### config.mk
export PLATFORM = sky130hd
export DESIGN_NAME = rect_draw_engine_flat
export DESIGN_NICKNAME = d
export VERILOG_FILES = /design/src/rtl/rect_draw_pkg.sv /design/src/rtl/rect_draw_engine_if.sv /design/src/rtl/rect_scan_counter.sv /design/src/rtl/rect_draw_engine.sv /design/src/flat_wrapper.sv
export SDC_FILE = /design/constraint.sdc
export NUM_CORES = 1
export LEC_CHECK = 0
export ABC_CLOCK_PERIOD_IN_PS = 3000
export CAP_MARGIN = 10
export CORE_ASPECT_RATIO = 0.5
export CORE_MARGIN = 5
export CORE_UTILIZATION = 24
export CTS_BUF_LIST = sky130_fd_sc_hd__clkbuf_8
export CTS_CLUSTER_DIAMETER = 120
export DETAILED_ROUTE_END_ITERATION = 12
export GPL_TIMING_DRIVEN = 1
export MAX_ROUTING_LAYER = met4
export SETUP_SLACK_MARGIN = 0.05
export SLEW_MARGIN = 20
export SYNTH_ARGS = -nofsm -noshare
export SYNTH_HDL_FRONTEND = slang
export SYNTH_SLANG_ARGS = --single-unit
### constraint.sdc
create_clock -name clk -period 3 [get_ports clk]
set_input_delay 0.6 -clock clk [delete_from_list [all_inputs] [get_ports clk]]
set_output_delay 0.6 -clock clk [all_outputs]
set_load 0.02 [all_outputs]
### src/rtl/rect_draw_pkg.sv
// rtl/rect_draw_pkg.sv - shared constants and state encoding for rect_draw_engine
package rect_draw_pkg;

    localparam int SCREEN_W = 160;
    localparam int SCREEN_H = 120;

    typedef enum logic [1:0] {
        IDLE = 2'd0,
        DRAW = 2'd1,
        DONE = 2'd2
    } state_t;

    localparam logic [2:0] BLACK = 3'b000;
    localparam logic [2:0] WHITE = 3'b111;

endpackage

### src/rtl/rect_draw_engine_if.sv
// rtl/rect_draw_engine_if.sv - request handshake and pixel bus between controller and rect_draw_engine
interface rect_draw_engine_if #(
    parameter int X_W      = 8,
    parameter int Y_W      = 7,
    parameter int COLOUR_W = 3
);
    logic                start;
    logic [X_W-1:0]      x0;
    logic [Y_W-1:0]      y0;
    logic [X_W-1:0]      w;
    logic [Y_W-1:0]      h;
    logic [COLOUR_W-1:0] colour;
    logic                fill;
    logic                busy;
    logic                done;
    logic [X_W-1:0]      x_out;
    logic [Y_W-1:0]      y_out;
    logic [COLOUR_W-1:0] colour_out;
    logic                plot;

    modport master (
        output start, x0, y0, w, h, colour, fill,
        input  busy, done, x_out, y_out, colour_out, plot
    );

    modport slave (
        input  start, x0, y0, w, h, colour, fill,
        output busy, done, x_out, y_out, colour_out, plot
    );
endinterface

### src/rtl/rect_scan_counter.sv
// rtl/rect_scan_counter.sv - row-major dx/dy sweep counter with end-of-rectangle flag
module rect_scan_counter #(
    parameter int X_W = 8,
    parameter int Y_W = 7
) (
    input  logic           clk,
    input  logic           reset,
    input  logic           clear,
    input  logic           en,
    input  logic [X_W-1:0] w,
    input  logic [Y_W-1:0] h,
    output logic [X_W-1:0] dx,
    output logic [Y_W-1:0] dy,
    output logic           last
);

    logic row_end;

    assign row_end = (dx == w - X_W'(1));
    assign last    = row_end && (dy == h - Y_W'(1));

    always_ff @(posedge clk) begin
        if (!reset) begin
            dx <= '0;
            dy <= '0;
        end else if (clear) begin
            dx <= '0;
            dy <= '0;
        end else if (en) begin
            if (row_end) begin
                dx <= '0;
                dy <= dy + 1'b1;
            end else begin
                dx <= dx + 1'b1;
            end
        end
    end

endmodule

### src/rtl/rect_draw_engine.sv
// rtl/rect_draw_engine.sv - one-pixel-per-clock rectangle sweep feeding the VGA adapter
// Optional off-screen clipping enabled by defining RECT_DRAW_CLIP_EN.
module rect_draw_engine
    import rect_draw_pkg::*;
#(
    parameter int X_W      = 8,
    parameter int Y_W      = 7,
    parameter int COLOUR_W = 3
) (
    input  logic              clk,
    input  logic              reset,
    rect_draw_engine_if.slave bus
);

    state_t state, state_next;

    logic [X_W-1:0]      x0_l;
    logic [Y_W-1:0]      y0_l;
    logic [X_W-1:0]      w_l;
    logic [Y_W-1:0]      h_l;
    logic [COLOUR_W-1:0] colour_l;
    logic                fill_l;

    logic           cnt_clear;
    logic           cnt_en;
    logic [X_W-1:0] dx;
    logic [Y_W-1:0] dy;
    logic           last;
    logic           accept;

    rect_scan_counter #(.X_W(X_W), .Y_W(Y_W)) u_scan (
        .clk   (clk),
        .reset (reset),
        .clear (cnt_clear),
        .en    (cnt_en),
        .w     (w_l),
        .h     (h_l),
        .dx    (dx),
        .dy    (dy),
        .last  (last)
    );

    always_comb begin
        state_next = state;
        cnt_clear  = 1'b0;
        cnt_en     = 1'b0;
        accept     = 1'b0;
        case (state)
            IDLE: begin
                if (bus.start) begin
                    accept    = 1'b1;
                    cnt_clear = 1'b1;
                    state_next = (bus.w == '0 || bus.h == '0) ? DONE : DRAW;
                end
            end
            DRAW: begin
                cnt_en = 1'b1;
                if (last) state_next = DONE;
            end
            DONE:    state_next = IDLE;
            default: state_next = IDLE;
        endcase
    end

    always_ff @(posedge clk) begin
        if (!reset) state <= IDLE;
        else        state <= state_next;
    end

    always_ff @(posedge clk) begin
        if (!reset) begin
            x0_l     <= '0;
            y0_l     <= '0;
            w_l      <= '0;
            h_l      <= '0;
            colour_l <= '0;
            fill_l   <= 1'b0;
        end else if (accept) begin
            x0_l     <= bus.x0;
            y0_l     <= bus.y0;
            w_l      <= bus.w;
            h_l      <= bus.h;
            colour_l <= bus.colour;
            fill_l   <= bus.fill;
        end
    end

    logic [X_W-1:0] x_pix;
    logic [Y_W-1:0] y_pix;
    logic           on_edge;
    logic           on_screen;

    assign on_edge = fill_l || (dx == '0) || (dx == w_l - X_W'(1))
                     || (dy == '0) || (dy == h_l - Y_W'(1));

`ifdef RECT_DRAW_CLIP_EN
    // Full-width sums so pixels past the screen edge are detected rather than wrapped.
    logic [X_W:0] x_sum;
    logic [Y_W:0] y_sum;
    assign x_sum     = {1'b0, x0_l} + {1'b0, dx};
    assign y_sum     = {1'b0, y0_l} + {1'b0, dy};
    assign x_pix     = x_sum[X_W-1:0];
    assign y_pix     = y_sum[Y_W-1:0];
    assign on_screen = (x_sum < (X_W+1)'(SCREEN_W)) && (y_sum < (Y_W+1)'(SCREEN_H));
`else
    assign x_pix     = x0_l + dx;
    assign y_pix     = y0_l + dy;
    assign on_screen = 1'b1;
`endif

    // Outputs are registered from the current state, so they trail the FSM by one cycle.
    always_ff @(posedge clk) begin
        if (!reset) begin
            bus.busy       <= 1'b0;
            bus.done       <= 1'b0;
            bus.plot       <= 1'b0;
            bus.x_out      <= '0;
            bus.y_out      <= '0;
            bus.colour_out <= '0;
        end else begin
            bus.busy <= (state != IDLE);
            bus.done <= (state == DONE);
            bus.plot <= 1'b0;
            if (state == DRAW) begin
                bus.plot       <= on_edge && on_screen;
                bus.x_out      <= x_pix;
                bus.y_out      <= y_pix;
                bus.colour_out <= colour_l;
            end
        end
    end

endmodule
### src/flat_wrapper.sv
// flat-port wrapper written by rule: the top's interface ports become plain ports
module rect_draw_engine_flat import rect_draw_pkg::*;
#(
    parameter int X_W      = 8,
    parameter int Y_W      = 7,
    parameter int COLOUR_W = 3
)
  (clk, reset, bus_start, bus_x0, bus_y0, bus_w, bus_h, bus_colour, bus_fill, bus_busy, bus_done, bus_x_out, bus_y_out, bus_colour_out, bus_plot);
  rect_draw_engine_if #(.X_W(X_W), .Y_W(Y_W), .COLOUR_W(COLOUR_W)) bus_i ();
  input  logic clk;
  input  logic reset;
  input wire logic [$bits(bus_i.start)-1:0] bus_start;
  input wire logic [$bits(bus_i.x0)-1:0] bus_x0;
  input wire logic [$bits(bus_i.y0)-1:0] bus_y0;
  input wire logic [$bits(bus_i.w)-1:0] bus_w;
  input wire logic [$bits(bus_i.h)-1:0] bus_h;
  input wire logic [$bits(bus_i.colour)-1:0] bus_colour;
  input wire logic [$bits(bus_i.fill)-1:0] bus_fill;
  output wire logic [$bits(bus_i.busy)-1:0] bus_busy;
  output wire logic [$bits(bus_i.done)-1:0] bus_done;
  output wire logic [$bits(bus_i.x_out)-1:0] bus_x_out;
  output wire logic [$bits(bus_i.y_out)-1:0] bus_y_out;
  output wire logic [$bits(bus_i.colour_out)-1:0] bus_colour_out;
  output wire logic [$bits(bus_i.plot)-1:0] bus_plot;
  assign bus_i.start = bus_start;
  assign bus_i.x0 = bus_x0;
  assign bus_i.y0 = bus_y0;
  assign bus_i.w = bus_w;
  assign bus_i.h = bus_h;
  assign bus_i.colour = bus_colour;
  assign bus_i.fill = bus_fill;
  assign bus_busy = bus_i.busy;
  assign bus_done = bus_i.done;
  assign bus_x_out = bus_i.x_out;
  assign bus_y_out = bus_i.y_out;
  assign bus_colour_out = bus_i.colour_out;
  assign bus_plot = bus_i.plot;
  rect_draw_engine #(.X_W(X_W), .Y_W(Y_W), .COLOUR_W(COLOUR_W)) u_core (.clk(clk), .reset(reset), .bus(bus_i));
endmodule
==> flow_metrics.py <==
metrics = {
    "outcome": {
        "status": "finished clean",
    },
    "synthesis": {
        "ys_seq_area_share_pct": 38.7,
        "synth-seq-cells": 72,
        "synth_top_family_by_area": "simple AND/OR/NAND/NOR gates",
        "synth_mux_area_share_pct": 1.14,
        "synth_compound_area_share_pct": 16.4,
        "synthAdderAreaFrac_pct": 7.46,
        "yosys_warnings": 0,
        "synth_edf_count": 0,
        "syn-instance-count": 465,
        "synth_flop_cell": "dfxtp_1",
        "synth_fp_nets": 523,
        "syn_area_mm2": 0.00372,
        "ys_types": 52,
        "synth.avg_cell_area_um2": 8.00,
        "synthArstFlopShare_pct": 0,
        "yosys.area_share.xor_xnor_pct": 7.29,
        "yosys.area_share.simple_pct": 24.6,
    },
    "clock_network": {
        "cts_tree": "done",
        "cts_hold_buf": 0,
        "clkLatencyLatePin_ns": 0.35,
        "htreeDepth": 3,
        "cts_made_buffers": 9,
        "post-cts-setup-buffers": 0,
        "cts_root_buf": "clkbuf_8",
        "clk_pin_slew_ns": 0.08,
        "clockBufferDepth": 2,
        "ctsResizeCount": 0,
        "clock-sinks": 72,
    },
    "floorplanning": {
        "die-area_mm2": 0.0183,
        "die_w_um": 186,
        "num_io_pins": 58,
        "start_util_pct": 24.3,
        "die_h_um": 98.1,
        "rows": 32,
        "core-area_mm2": 0.0153,
    },
    "global_route": {
        "grt_pass1_vias": 3150,
        "grt-ovfl-total": 0,
        "grt_pass1_wl_mm": 16.0,
        "grt_max_degree": 51,
        "grtUsageTotal_pct": 11.2,
        "grt_antenna_before_repair": 0,
    },
    "routing": {
        "highest_layer": "met4",
        "drtIter0Drc": 205,
        "drc_errors": 0,
        "num_vias": 3277,
        "wire_per_inst_um": 13.4,
        "dr_wl_met2_mm": 4.14,
        "drt-vias-per-instance": 4.53,
        "drtPass1Iterations": 4,
        "ant_nets": 0,
        "wl_mm": 9.69,
        "drt-met1-wl_mm": 5.04,
        "dr_wl_met3_um": 424,
    },
    "timing": {
        "maxSlewHeadroom_pct": 61.2,
        "final-setup-viol-count": 0,
        "tightest_slew_ns": 0.580,
        "finalCritPeriodShare_pct": 89.1,
        "fmax_mhz": 374,
        "finalMaxSlewViolations": 0,
        "fin_skew_ns": 0.0112,
        "fin_tns_setup_ns": 0,
        "min_period_ns": 2.67,
        "hold_violations": 0,
        "rsz0062_at_grt": "no",
        "whs_ns": 0.454,
    },
    "power_and_ir_drop": {
        "vdd_drop_max_mv": 0.162,
        "power_density_mw_per_mm2": 446,
        "p_leak_nw": 1.80,
        "power.total_mw": 2.09,
    },
    "place": {
        "place.gp.congestion": 0.840,
        "numPortBuffers": 57,
        "hpwl_mm": 7.23,
    },
    "setup_path": {
        "worstPathMaxFanout": 15,
        "criticalPathCategory": "reg -> reg",
        "start_kind": "flip-flop",
        "cp.required_ns": 3.29,
        "end_kind": "flip-flop",
        "cp.arrival_ns": 2.96,
    },
    "layout": {
        "fin_nets": 574,
        "area_growth_syn_to_layout_pct": 26.2,
        "fillers": 1624,
        "finalCoreUtilization_pct": 30.7,
        "drive_above_1_share_pct": 7.31,
        "antennaDiodeCount": 0,
    },
    "hold_path": {
        "hp-class": "reg -> reg",
    },
    "job": {
        "max_cap_violations": 0,
    },
}
==> worst max-delay path, cell delays in order (launching register included) <==
cell      delay (ns)
dfxtp_1         0.44
inv_1           0.07
ha_1            0.26
and2b_2         0.24
a21boi_0        0.18
o21bai_1        0.09
a32oi_1         0.30
nand3_2         0.31
or4_1           0.58
a21oi_1         0.15
==> placed cells by master (no fill, tap or decap), types with 2 or more instances in the layout <==
cell,instances
nor2b_1,4
nand4_1,5
nand3b_1,3
nand2_1,103
o31ai_1,4
nor2_1,24
ha_1,19
a21o_1,6
o41ai_1,2
o21ai_0,13
clkinvlp_4,2
or4_1,6
inv_1,14
nand3_1,16
a21oi_1,60
dfxtp_1,72
o211ai_1,3
mux2i_1,2
nor3_1,7
nand2b_1,4
clkdlybuf4s50_1,57
and3_1,3
mux2_2,2
xnor2_1,15
fa_1,2
xor2_1,16
a32oi_1,2
a211oi_1,3
nor4_1,5
clkbuf_8,11
buf_4,9
o21a_1,2
==> area by class of cell <==
| type | count | area, µm² | area share [%] |
|---|---|---|---|
| Multi-Input combinational cell | 351 | 2120 | 45.2 |
| Clock buffer | 11 | 151 | 3.22 |
| Tap cell | 204 | 255 | 5.43 |
| Sequential cell | 72 | 1440 | 30.7 |
| Inverter | 16 | 60.1 | 1.28 |
| Timing Repair Buffer | 66 | 638 | 13.6 |
| Clock inverter | 4 | 28.8 | 0.613 |
==> sequential cells by signal (all words and copies together) (netlist names), 7 cells and up <==
name and cells:
u_core.bus.x_out 8, u_core.bus.y_out 7, u_core.h_l 7, u_core.u_scan.dx 8
u_core.u_scan.dy 7, u_core.w_l 8, u_core.x0_l 8, u_core.y0_l 7
==> stage by stage <==
step                instance area [µm²]  instances  worst slack [ns]
finish                             4700        724             0.328
global route                       4700        724            0.0919
CTS                                4700        724             0.347
detailed placement                 4520        709             0.366
global placement                   4520        709             0.454
floorplan                          3720        465             0.675
==> layer usage <==
| metal | GRT usage (%) | vias up |
|---|---|---|
| li1 | - | 1699 |
| met1 | 16.0 | 1523 |
| met2 | 16.3 | 48 |
| met3 | 2.34 | 7 |
| met4 | 2.85 | 0 |
| met5 | - | - |
==> cell families after synthesis <==
family / after synthesis
compound gates: 102
xor+xnor: 31
fa+ha+maj: 21
flops: 72
mux: 4
buf+inv: 42
simple gates: 193
==> Yosys cell counts, types with 3 or more instances <==
| master | instances | area (µm²) |
|---|---|---|
| dfxtp_1 | 72 | 1440 |
| or4_1 | 6 | 45.0 |
| and3_1 | 3 | 18.8 |
| xor2_1 | 16 | 140 |
| nand3_1 | 16 | 80.1 |
| nor2b_1 | 5 | 31.3 |
| nor2_1 | 24 | 90.1 |
| o211ai_1 | 3 | 22.5 |
| inv_1 | 14 | 52.6 |
| ha_1 | 19 | 238 |
| nand2_1 | 103 | 387 |
| a21oi_1 | 60 | 300 |
| o31ai_1 | 4 | 30.0 |
| nand3b_1 | 3 | 22.5 |
| a211oi_1 | 3 | 22.5 |
| o21ai_0 | 13 | 65.1 |
| xnor2_1 | 15 | 131 |
| clkbuf_1 | 22 | 82.6 |
| nand2b_1 | 4 | 25.0 |
| nor4_1 | 5 | 31.3 |
| nor3_1 | 7 | 35.0 |
| a21o_1 | 6 | 45.0 |
| nand4_1 | 5 | 31.3 |
==> path summary, 6_finish.rpt <==
kind                            start                   to  slack [ns]  cells after the start
hold / removal    u_core.bus.x_out[2]  u_core.bus.x_out[2]        0.45                      2
setup / recovery        u_core.w_l[0]  u_core.u_scan.dy[6]        0.33                      9
setup reg to reg        u_core.w_l[0]  u_core.u_scan.dy[6]        0.33                      9
hold reg to reg   u_core.bus.x_out[2]  u_core.bus.x_out[2]        0.45                      2
==> power by group <==
group	switching, mW	total [mW]	internal (mW)
logic	0.182	0.337	0.155
registers	0.0352	1.03	0.997
clock network	0.382	0.724	0.342
total	0.599	2.09	1.49
(Power assumes the default switching activity.)
